### config.mk
export PLATFORM = sky130hd
export DESIGN_NAME = byte_deserializer
export DESIGN_NICKNAME = d
export VERILOG_FILES = /design/src/rtl/byte_deserializer.sv
export SDC_FILE = /design/constraint.sdc
export NUM_CORES = 1
export LEC_CHECK = 0
export CORE_ASPECT_RATIO = 1.2
export CORE_MARGIN = 2
export CORE_UTILIZATION = 30
export CTS_CLUSTER_SIZE = 28
export DETAILED_ROUTE_END_ITERATION = 6
export PLACE_DENSITY = 0.44
export SLEW_MARGIN = 20
export SYNTH_ARGS = -nofsm -noshare
export SYNTH_HDL_FRONTEND = slang
export SYNTH_SLANG_ARGS = --single-unit
### constraint.sdc
create_clock -name clk_out -period 3.35 [get_ports clk_out]
set_clock_uncertainty 0.05 [all_clocks]
set_input_delay 1.005 -clock clk_out [delete_from_list [all_inputs] [get_ports clk_out]]
set_output_delay 1.005 -clock clk_out [all_outputs]
set_load 0.01 [all_outputs]
### src/rtl/byte_deserializer.sv
// Assembles 8 consecutive bytes into a 64-bit word and queues it in a 2-entry output FIFO.
// Optional per-word XOR checksum on word_chk when BYTE_CHECKSUM_EN is defined.
module byte_deserializer (
  input  logic        clk_out,
  input  logic        rst,
  input  logic        valid_in,
  input  logic [7:0]  data_in,
  input  logic        word_ready,
  output logic        word_valid,
  output logic [63:0] word_out,
  output logic        err_short,
  output logic        err_overflow
`ifdef BYTE_CHECKSUM_EN
  ,
  output logic [7:0]  word_chk
`endif
);

  localparam int unsigned BYTE_W = 8;
  localparam int unsigned WORD_W = 64;
  localparam int unsigned ACC_W  = WORD_W - BYTE_W;
  localparam int unsigned CNT_W  = 3;
  localparam int unsigned IDX_W  = 6;

  typedef enum logic {
    IDLE    = 1'b0,
    COLLECT = 1'b1
  } state_t;

  state_t             state_q, state_d;
  logic [CNT_W-1:0]   cnt_q, cnt_d;
  logic               store_c;
  logic               push_c;
  logic               abort_c;
  logic               pop_c;
  logic [IDX_W-1:0]   idx_c;
  logic [ACC_W-1:0]   acc_q;
  logic [WORD_W-1:0]  new_word_c;
  logic [WORD_W-1:0]  mem1_q;
  logic               full_q;

  // FSM state register
  always_ff @(posedge clk_out or negedge rst) begin
    if (!rst) begin
      state_q <= IDLE;
      cnt_q   <= '0;
    end else begin
      state_q <= state_d;
      cnt_q   <= cnt_d;
    end
  end

  // Next state: the 8th byte pushes directly from data_in, so a new frame may start next cycle
  always_comb begin
    state_d = state_q;
    cnt_d   = cnt_q;
    store_c = 1'b0;
    push_c  = 1'b0;
    abort_c = 1'b0;
    case (state_q)
      IDLE: begin
        if (valid_in) begin
          store_c = 1'b1;
          cnt_d   = CNT_W'(1);
          state_d = COLLECT;
        end
      end
      COLLECT: begin
        if (valid_in) begin
          if (cnt_q == CNT_W'(7)) begin
            push_c  = 1'b1;
            cnt_d   = '0;
            state_d = IDLE;
          end else begin
            store_c = 1'b1;
            cnt_d   = cnt_q + CNT_W'(1);
          end
        end else begin
          abort_c = 1'b1;
          cnt_d   = '0;
          state_d = IDLE;
        end
      end
      default: begin
        cnt_d   = '0;
        state_d = IDLE;
      end
    endcase
  end

  assign idx_c      = {cnt_q, 3'b000};
  assign new_word_c = {data_in, acc_q};
  assign pop_c      = word_ready & word_valid;

  // Byte accumulator for bytes 0..6; stale bytes are always overwritten before the next push
  always_ff @(posedge clk_out or negedge rst) begin
    if (!rst) begin
      acc_q <= '0;
    end else if (store_c) begin
      acc_q[idx_c +: BYTE_W] <= data_in;
    end
  end

  // Shift-style FIFO: entry 0 drives word_out directly and is zeroed whenever it empties
  always_ff @(posedge clk_out or negedge rst) begin
    if (!rst) begin
      word_valid   <= 1'b0;
      full_q       <= 1'b0;
      word_out     <= '0;
      mem1_q       <= '0;
      err_short    <= 1'b0;
      err_overflow <= 1'b0;
    end else begin
      err_short    <= abort_c;
      err_overflow <= push_c & ~pop_c & full_q;
      if (pop_c) begin
        if (push_c) begin
          if (full_q) begin
            word_out <= mem1_q;
            mem1_q   <= new_word_c;
          end else begin
            word_out <= new_word_c;
          end
        end else begin
          word_out   <= full_q ? mem1_q : '0;
          mem1_q     <= '0;
          word_valid <= full_q;
          full_q     <= 1'b0;
        end
      end else if (push_c) begin
        if (!word_valid) begin
          word_out   <= new_word_c;
          word_valid <= 1'b1;
        end else if (!full_q) begin
          mem1_q <= new_word_c;
          full_q <= 1'b1;
        end
      end
    end
  end

`ifdef BYTE_CHECKSUM_EN
  logic [BYTE_W-1:0] chk_acc_q;
  logic [BYTE_W-1:0] chk1_q;
  logic [BYTE_W-1:0] new_chk_c;

  assign new_chk_c = chk_acc_q ^ data_in;

  // Running XOR of the frame; restarts on byte 0
  always_ff @(posedge clk_out or negedge rst) begin
    if (!rst) begin
      chk_acc_q <= '0;
    end else if (store_c) begin
      chk_acc_q <= (state_q == IDLE) ? data_in : new_chk_c;
    end
  end

  // Checksum lanes follow exactly the same moves as the word entries
  always_ff @(posedge clk_out or negedge rst) begin
    if (!rst) begin
      word_chk <= '0;
      chk1_q   <= '0;
    end else begin
      if (pop_c) begin
        if (push_c) begin
          if (full_q) begin
            word_chk <= chk1_q;
            chk1_q   <= new_chk_c;
          end else begin
            word_chk <= new_chk_c;
          end
        end else begin
          word_chk <= full_q ? chk1_q : '0;
          chk1_q   <= '0;
        end
      end else if (push_c) begin
        if (!word_valid) begin
          word_chk <= new_chk_c;
        end else if (!full_q) begin
          chk1_q <= new_chk_c;
        end
      end
    end
  end
`endif

endmodule

==> impl_results.md, run 1 <==
- Syn nets: 719
- Final Setup Violations: 0
- Reg2reg setup slack: 0.66 ns
- Hold endpoint: mem1_q[39]
- Synthesized area per cell: 11.53 um^2
- CTS tree: done
- Vias in the first global route: 5984
- Detailed placement HPWL: 13.12 mm
- Post-CTS sizing: 0
- Fmax: 356.5 MHz
- Initial DRC Count: 326
- Worst R2R Path Depth: 8
- Top post-synthesis cells by area: dfrtp_1, mux2_2, a22o_1, a31oi_1, o21ai_0
- Int Pwr: 0.006203 W
- Core ar.: 26350 um^2
- Final Net Count: 771
- GR Util All Layers: 16.12%
- Power per cell area: 947.4 nW/um^2
- Crit path required time: 3.61 ns
- Synth Cell Area: 8058 um^2
- Initial antenna violation count: 0
- Global route overflow: 0
- Area growth syn-to-layout: 22.11%
- Hold buffers post-CTS: 0
- ANT nets after route: 0
- Endpoints failing hold: 0
- Syn Inst Count: 699
- CTS sink cnt: 192
- Worst path max stage delay: 0.50 ns
- Die height: 183.5 um
- Reg-to-reg endpoint: mem1_q[30]
- Tightest Hold Check Type: reg -> reg
- Largest net degree at the start of global routing: 64
- Worst setup SP type: input pin
- Worst slack on hold paths: 0.4583 ns
- Design area: 9839 um^2
- Drt first pass iters: 5
- CP top delay family: buffers and inverters
- Post-CTS Setup Repair Bufs: 0
- Rel. slew slack: 49.79%
- Yosys top cell by area: dfrtp_1
- TritonCTS Buffers: 17
- Yosys warns: 0
- NetSw: 0.003119 W
- R2R Path Start: cnt_q[0]
- Max Root-Sink Buffers: 2
- Final WL: 22.16 mm
- Slew Viols, Final: 0
- FF+latch count, synth: 192
- H-tree Lvls: 4
- Die W: 153.6 um
- Critical path buffers and inverters: 3
- Worst setup EP type: register
- Vias per cell: 5.245
- Flop pwr share: 43.0%
- Slew @ Worst Pin: 0.7507 ns
- Distinct cell type count of the synthesized netlist: 38
- Critical Path AT: 3.07 ns
- Period utilisation layout: 83.73%
- Gp weighted congestion: 0.7085
- Combinational Power Share: 33.5%
- Hold depth: 1
- Total leakage power: 4.139 nW
- Input/output buffers: 78
- Global-route wire length before repair: 35.41 mm
- Clk_lat worst skew: 0.43 ns
- Status: finished clean
- Tot Pwr: 0.009322 W
- Clk pwr share: 23.5%
- Placed inst area: 9211 um^2
- Peak VDD IR: 412.8 uV
- Drt wl/cell: 20.14 um
- Share of layout cells above drive strength 1: 15.84%
- Starting Density: 30.58%
- MaxCap Viol Count: 0
- Worst Min Path Start: acc_q[39]
- Via count: 5769
- Row count: 65
- Max stage delay cell, worst path: clkdlybuf4s50_1
- Critical path type: in -> reg
- Switch share: 33.46%
- DRC Markers: 0
- FILL cells: 2609
- Synth top area share: 59.63%
- RSZ-0062 raised after global routing: no
- Critical Path Fanout Max: 28
- Clk pin slew, worst setup/hold paths: 0.07 ns
- Clk root buf: clkbuf_16
- CP Cell Sequence: clkdlybuf4s50_1 > nand2_2 > inv_2 > ha_1 > or2_2 > a21o_2 > buf_4 > a22o_1
- IO Count: 79
- Layout Utilization: 37.34%
- Setup_tns: 0 ns
- Die area: 28190 um^2
- Shortest period the worst path allows: 2.805 ns
- Sequential fraction of the synthesis area: 59.63%
==> metrics by stage <==
step	std cells	setup WS, ns
floorplan	699	0.3722
global placement	1067	0.1542
detailed placement	1067	0.09188
CTS	1099	0.5518
global route	1099	0.4618
finish	1100	0.5450
==> synthesized netlist by cell type <==
cell	number
inv_4	1
inv_2	1
nor2b_1	1
a22o_1	64
and2_1	1
a21oi_1	1
dfrtp_1	192
mux2i_1	6
inv_1	10
and2b_1	1
nor4_1	1
o21ai_2	1
nor3_1	65
nand4_2	4
o21a_1	1
nand4b_2	1
buf_4	3
nand2b_1	1
nor2_1	2
ha_1	8
or2_2	1
nand2_1	76
buf_2	4
a31oi_1	64
clkbuf_1	53
a221oi_4	1
o21ba_2	1
nand3_1	1
and3_1	1
a21boi_2	1
nand4b_1	1
mux2_2	50
nor3b_1	1
o21ai_0	67
and4b_1	4
a21o_1	1
and3_4	1
buf_6	6
==> worst max path at each step <==
stage | from | end | cells past startpoint
2_1_floorplan | word_ready | mem1_q[10] | 10
3_3_place_gp | word_ready | mem1_q[42] | 8
3_5_place_dp | word_ready | mem1_q[62] | 8
4_1_cts | word_ready | mem1_q[33] | 8
5_1_grt | word_ready | mem1_q[35] | 8
6_report | word_ready | mem1_q[30] | 8
==> final cells by class <==
type / count / area, um^2 / area share [%]
diodes: 1 / 2.502 / 0.02543
well taps: 335 / 419.2 / 4.260
inverters: 12 / 47.55 / 0.4832
clock inverters: 15 / 200.2 / 2.035
flip-flops and latches: 192 / 4805 / 48.83
multi-input cells: 429 / 2910 / 29.58
repair buffers: 99 / 1030 / 10.47
clock buffers: 17 / 425.4 / 4.323
==> routing by layer <==
layer	GRT usage [%]	up-vias	routed length, um
li1	-	2656	-
met1	21.51	2970	10280
met2	27.38	125	10780
met3	2.405	18	810
met4	4.477	0	285
met5	0	-	0
==> registers in the layout, summed over array words and instances (netlist names) <==
name / count
err_short: 1
cnt_q: 3
mem1_q: 64
err_overflow: 1
word_out: 64
full_q: 1
word_valid: 1
state_q: 1
acc_q: 56
==> power by group through the flow <==
stage	sequential [W]	combinational, W	clock [W]
global placement	0.00404	0.00310	0
floorplan	0.00404	0.00167	0
global route	0.00416	0.00342	0.00233
CTS	0.00402	0.00317	0.00224
finish	0.00401	0.00312	0.00219
detailed placement	0.00405	0.00316	0
==> cell usage in the layout, fill, tap and decap left out, types with 10 or more instances in the layout <==
cell type	count
o21ai_0	67
a22o_1	64
dfrtp_1	192
mux2_2	50
buf_4	14
a31oi_1	64
clkbuf_16	17
nand2_1	75
clkdlybuf4s50_1	77
nor3_1	65
inv_1	10
==> worst reg2reg max path, stage by stage (launching register included) <==
cell and delay (ns):
dfrtp_1 0.50, ha_1 0.25, ha_1 0.24, and3_4 0.23
ha_1 0.18, or2_2 0.33, a21o_2 0.25, buf_4 0.25
a22o_1 0.29
==> cell families (layout without fill, tap and decap cells) <==
group                    after synthesis  after routing  synth area share (%)
multiplexers                          56             56                 7.733
buffers and inverters                 78            143                 4.425
flip-flops                           192            192                 59.63
AO/OA/AOI/OAI                        202            202                 17.03
adder cells (fa/ha/maj)                8              8                 1.242
AND/OR/NAND/NOR                      163            163                 9.938
other                                  0              1                     0
(Power assumes the default switching activity.)
==> inputs of run 2 (changes only) <==
- clock period: 3.35 -> 2.7 ns (I/O delays scaled with it)
==> run 2 against run 1 <==
- flip-flop and latch count unchanged
- critical endpoint is now mem1_q[1]
- die area unchanged
- setup slack got worse by 0.33 ns
- routed wire length decreased by 1.7%
- via count increased by 3.1%
- first-iteration DRC count decreased by 6.4%
- non-clock buffer count increased by 22
- hold slack got worse by 0.23 ns
- total power increased by 23%
- cell count increased by 1.9%
==> impl_results.md, run 2 (synthesis gave the netlist of run 1 again) <==
- Final Setup Violations: 0 (unchanged)
- Detailed placement HPWL: 13.88 mm (+5.8%)
- Tightest Hold Check Type: in -> async
- Core ar.: 26350 um^2 (unchanged)
- Row count: 65 (unchanged)
- IO Count: 79 (unchanged)
- Global-route wire length before repair: 35.23 mm (-0.51%)
- Layout Utilization: 38.22% (+0.88 points)
- Critical Path Fanout Max: 34 (+21%)
- Post-CTS Setup Repair Bufs: 0 (unchanged)
- Power per cell area: 1137 nW/um^2 (+20%)
- Status: finished clean
- Critical path type: reg -> reg
- Max stage delay cell, worst path: dfrtp_1
- Via count: 5945 (+3.1%)
- FILL cells: 2555 (-2.1%)
- Clk root buf: clkbuf_16
- CTS tree: done
- Max Root-Sink Buffers: 2 (unchanged)
- Critical path buffers and inverters: 1 (-2)
- Clk pin slew, worst setup/hold paths: 0.08 ns (about the same)
- Slew @ Worst Pin: 0.6007 ns (-0.1500 ns)
- Slew Viols, Final: 0 (unchanged)
- Post-CTS sizing: 0 (unchanged)
- ANT nets after route: 0 (unchanged)
- Crit path required time: 3.01 ns (-0.60 ns)
- Final Net Count: 793 (+2.9%)
- Initial antenna violation count: 0 (unchanged)
- Worst path max stage delay: 0.43 ns (-0.07 ns)
- Worst setup SP type: register
- Worst R2R Path Depth: 8 (unchanged)
- Peak VDD IR: 489.9 uV (+19%)
- CP most frequent cell: ha_1
- Shortest period the worst path allows: 2.483 ns
- Endpoints failing hold: 0 (unchanged)
- Drt first pass iters: 4 (-1)
- Finished Layout Cells: 1121 (+1.9%)
- GR Util All Layers: 16.01% (-0.10 points)
- Period utilisation layout: 91.96%
- Rel. slew slack: 59.83% (+10 points)
- Design area: 10070 um^2 (+2.4%)
- Global route overflow: 0 (unchanged)
- CP Cell Sequence: ha_1 > ha_1 > and3_4 > ha_1 > or2_2 > a221oi_4 > buf_12 > a22o_1
- Die W: 153.6 um (unchanged)
- # diodes: 0 (-1)
- Input/output buffers: 78 (unchanged)
- Initial DRC Count: 305 (-6.4%)
- Final WL: 21.78 mm (-1.7%)
- Placed Instances: 1089 (+2.1%)
- Hold buffers post-CTS: 0 (unchanged)
- Starting Density: 30.58% (unchanged)
- Top flop regs: mem1_q: 64 flops, word_out: 64 flops, acc_q: 56 flops
- Largest net degree at the start of global routing: 53 (-17%)
- H-tree Lvls: 4 (unchanged)
- Critical Path AT: 2.80 ns (-0.27 ns)
- DRC Markers: 0 (unchanged)
- Drt wl/cell: 19.43 um (-3.5%)
- Critical Path Stages: 8 (unchanged)
- RSZ-0062 raised after global routing: no
- Die area: 28190 um^2 (unchanged)
- Die height: 183.5 um (unchanged)
- Multi-input logic area: 2910 um^2 (unchanged)
- Share of layout cells above drive strength 1: 18.19% (+2.4 points)
- MaxCap Viol Count: 0 (unchanged)
- Vias per cell: 5.303 (+1.1%)
- Commonest non-fill, non-tap cells in the layout: dfrtp_1, clkdlybuf4s50_1, nand2_1
- Dpl ws: -0.2001 ns (-0.2920 ns)
- Vias in the first global route: 6255 (+4.5%)
- Total leakage power: 4.257 nW (+2.9%)
- Gp weighted congestion: 0.7508 (+6.0%)
- CTS sink cnt: 192 (unchanged)
- Clk_lat worst skew: 0.44 ns (about the same)
- Register area: 4805 um^2 (unchanged)
- Worst setup EP type: register
- Fmax: 402.7 MHz
- Commonest non-fill, non-tap cell in the layout: dfrtp_1
- TritonCTS Buffers: 17 (unchanged)
- Area growth syn-to-layout: 24.98%
- Tot Pwr: 0.01145 W (+23%)
- Final worst slack: 0.2170 ns (-0.3280 ns)
- Placed inst area: 9489 um^2 (+3.0%)
- CP top delay family: adder cells
==> run 2: cell types whose count changed in the layout (fill, tap and decap cells not counted) <==
cell | before | now
buf_4 | 14 | 27
buf_12 | 7 | 16
bufinv_16 | 3 | 0
clkinv_8 | 0 | 3
inv_6 | 3 | 6
inv_8 | 4 | 1
clkbuf_8 | 1 | 2
clkinv_4 | 3 | 2
diode_2 | 1 | 0
==> run 2: final timing paths <==
check                      slack, ns           end        from
max                             0.22     mem1_q[1]    cnt_q[1]
min                             0.23  word_out[45]         rst
max reg2reg                     0.22     mem1_q[1]    cnt_q[1]
min reg2reg                     0.46    mem1_q[24]  mem1_q[24]
max in group asynchronous       1.70      acc_q[5]         rst
min in group clk_out            0.46    mem1_q[24]  mem1_q[24]
==> run 2: area by class of cell <==
type                       instances  area share, %
clock inverter                    14          1.416
inverter                          12         0.4721
tap                              335          4.162
multi-input combinational        429          28.90
clock buffer                      18          4.361
sequential                       192          47.71
timing repair buffer             121          12.98
==> run 2: through the flow <==
stage	setup TNS, ns	hold slack (ns)
finish	0	0.2292
global route	0	0.2433
CTS	0	0.2399
detailed placement	-13.16	0.4407
global placement	-9.931	0.4354
floorplan	0	0.4228
==> run 2: metal layers <==
| metal | vias to the layer above | share of wire (%) | GRT usage, % |
|---|---|---|---|
| li1 | 2695 | - | - |
| met1 | 3084 | 45 | 20.79 |
| met2 | 144 | 49 | 27.00 |
| met3 | 22 | 4.3 | 3.347 |
| met4 | 0 | 1.6 | 4.807 |
| met5 | - | 0 | 0 |
==> run 2: power by group <==
part	total, W	leakage [nW]	switching, W	internal, W
sequential	0.00501	2.38	0.000874	0.00414
clock	0.00248	0.283	0.00123	0.00125
combinational	0.00395	1.60	0.00180	0.00215
==> inputs of run 3 (changes only) <==
--- a/constraint.sdc
+++ b/constraint.sdc
@@ -3,3 +3,3 @@
 set_input_delay 0.81 -clock clk_out [delete_from_list [all_inputs] [get_ports clk_out]]
 set_output_delay 0.81 -clock clk_out [all_outputs]
-set_load 0.01 [all_outputs]
+set_load 0.02 [all_outputs]
==> results of run 3 <==
The final DEF is identical to that of run 2. Status: finished clean.
Main changes from that run: setup slack after layout 0.2170 ns -> 0.1991 ns; start point of the critical path cnt_q[1] -> word_valid; end point of the critical path mem1_q[1] -> word_valid; total power 0.01145 W -> 0.01182 W; worst IR drop on VDD 489.9 uV -> 556.8 uV
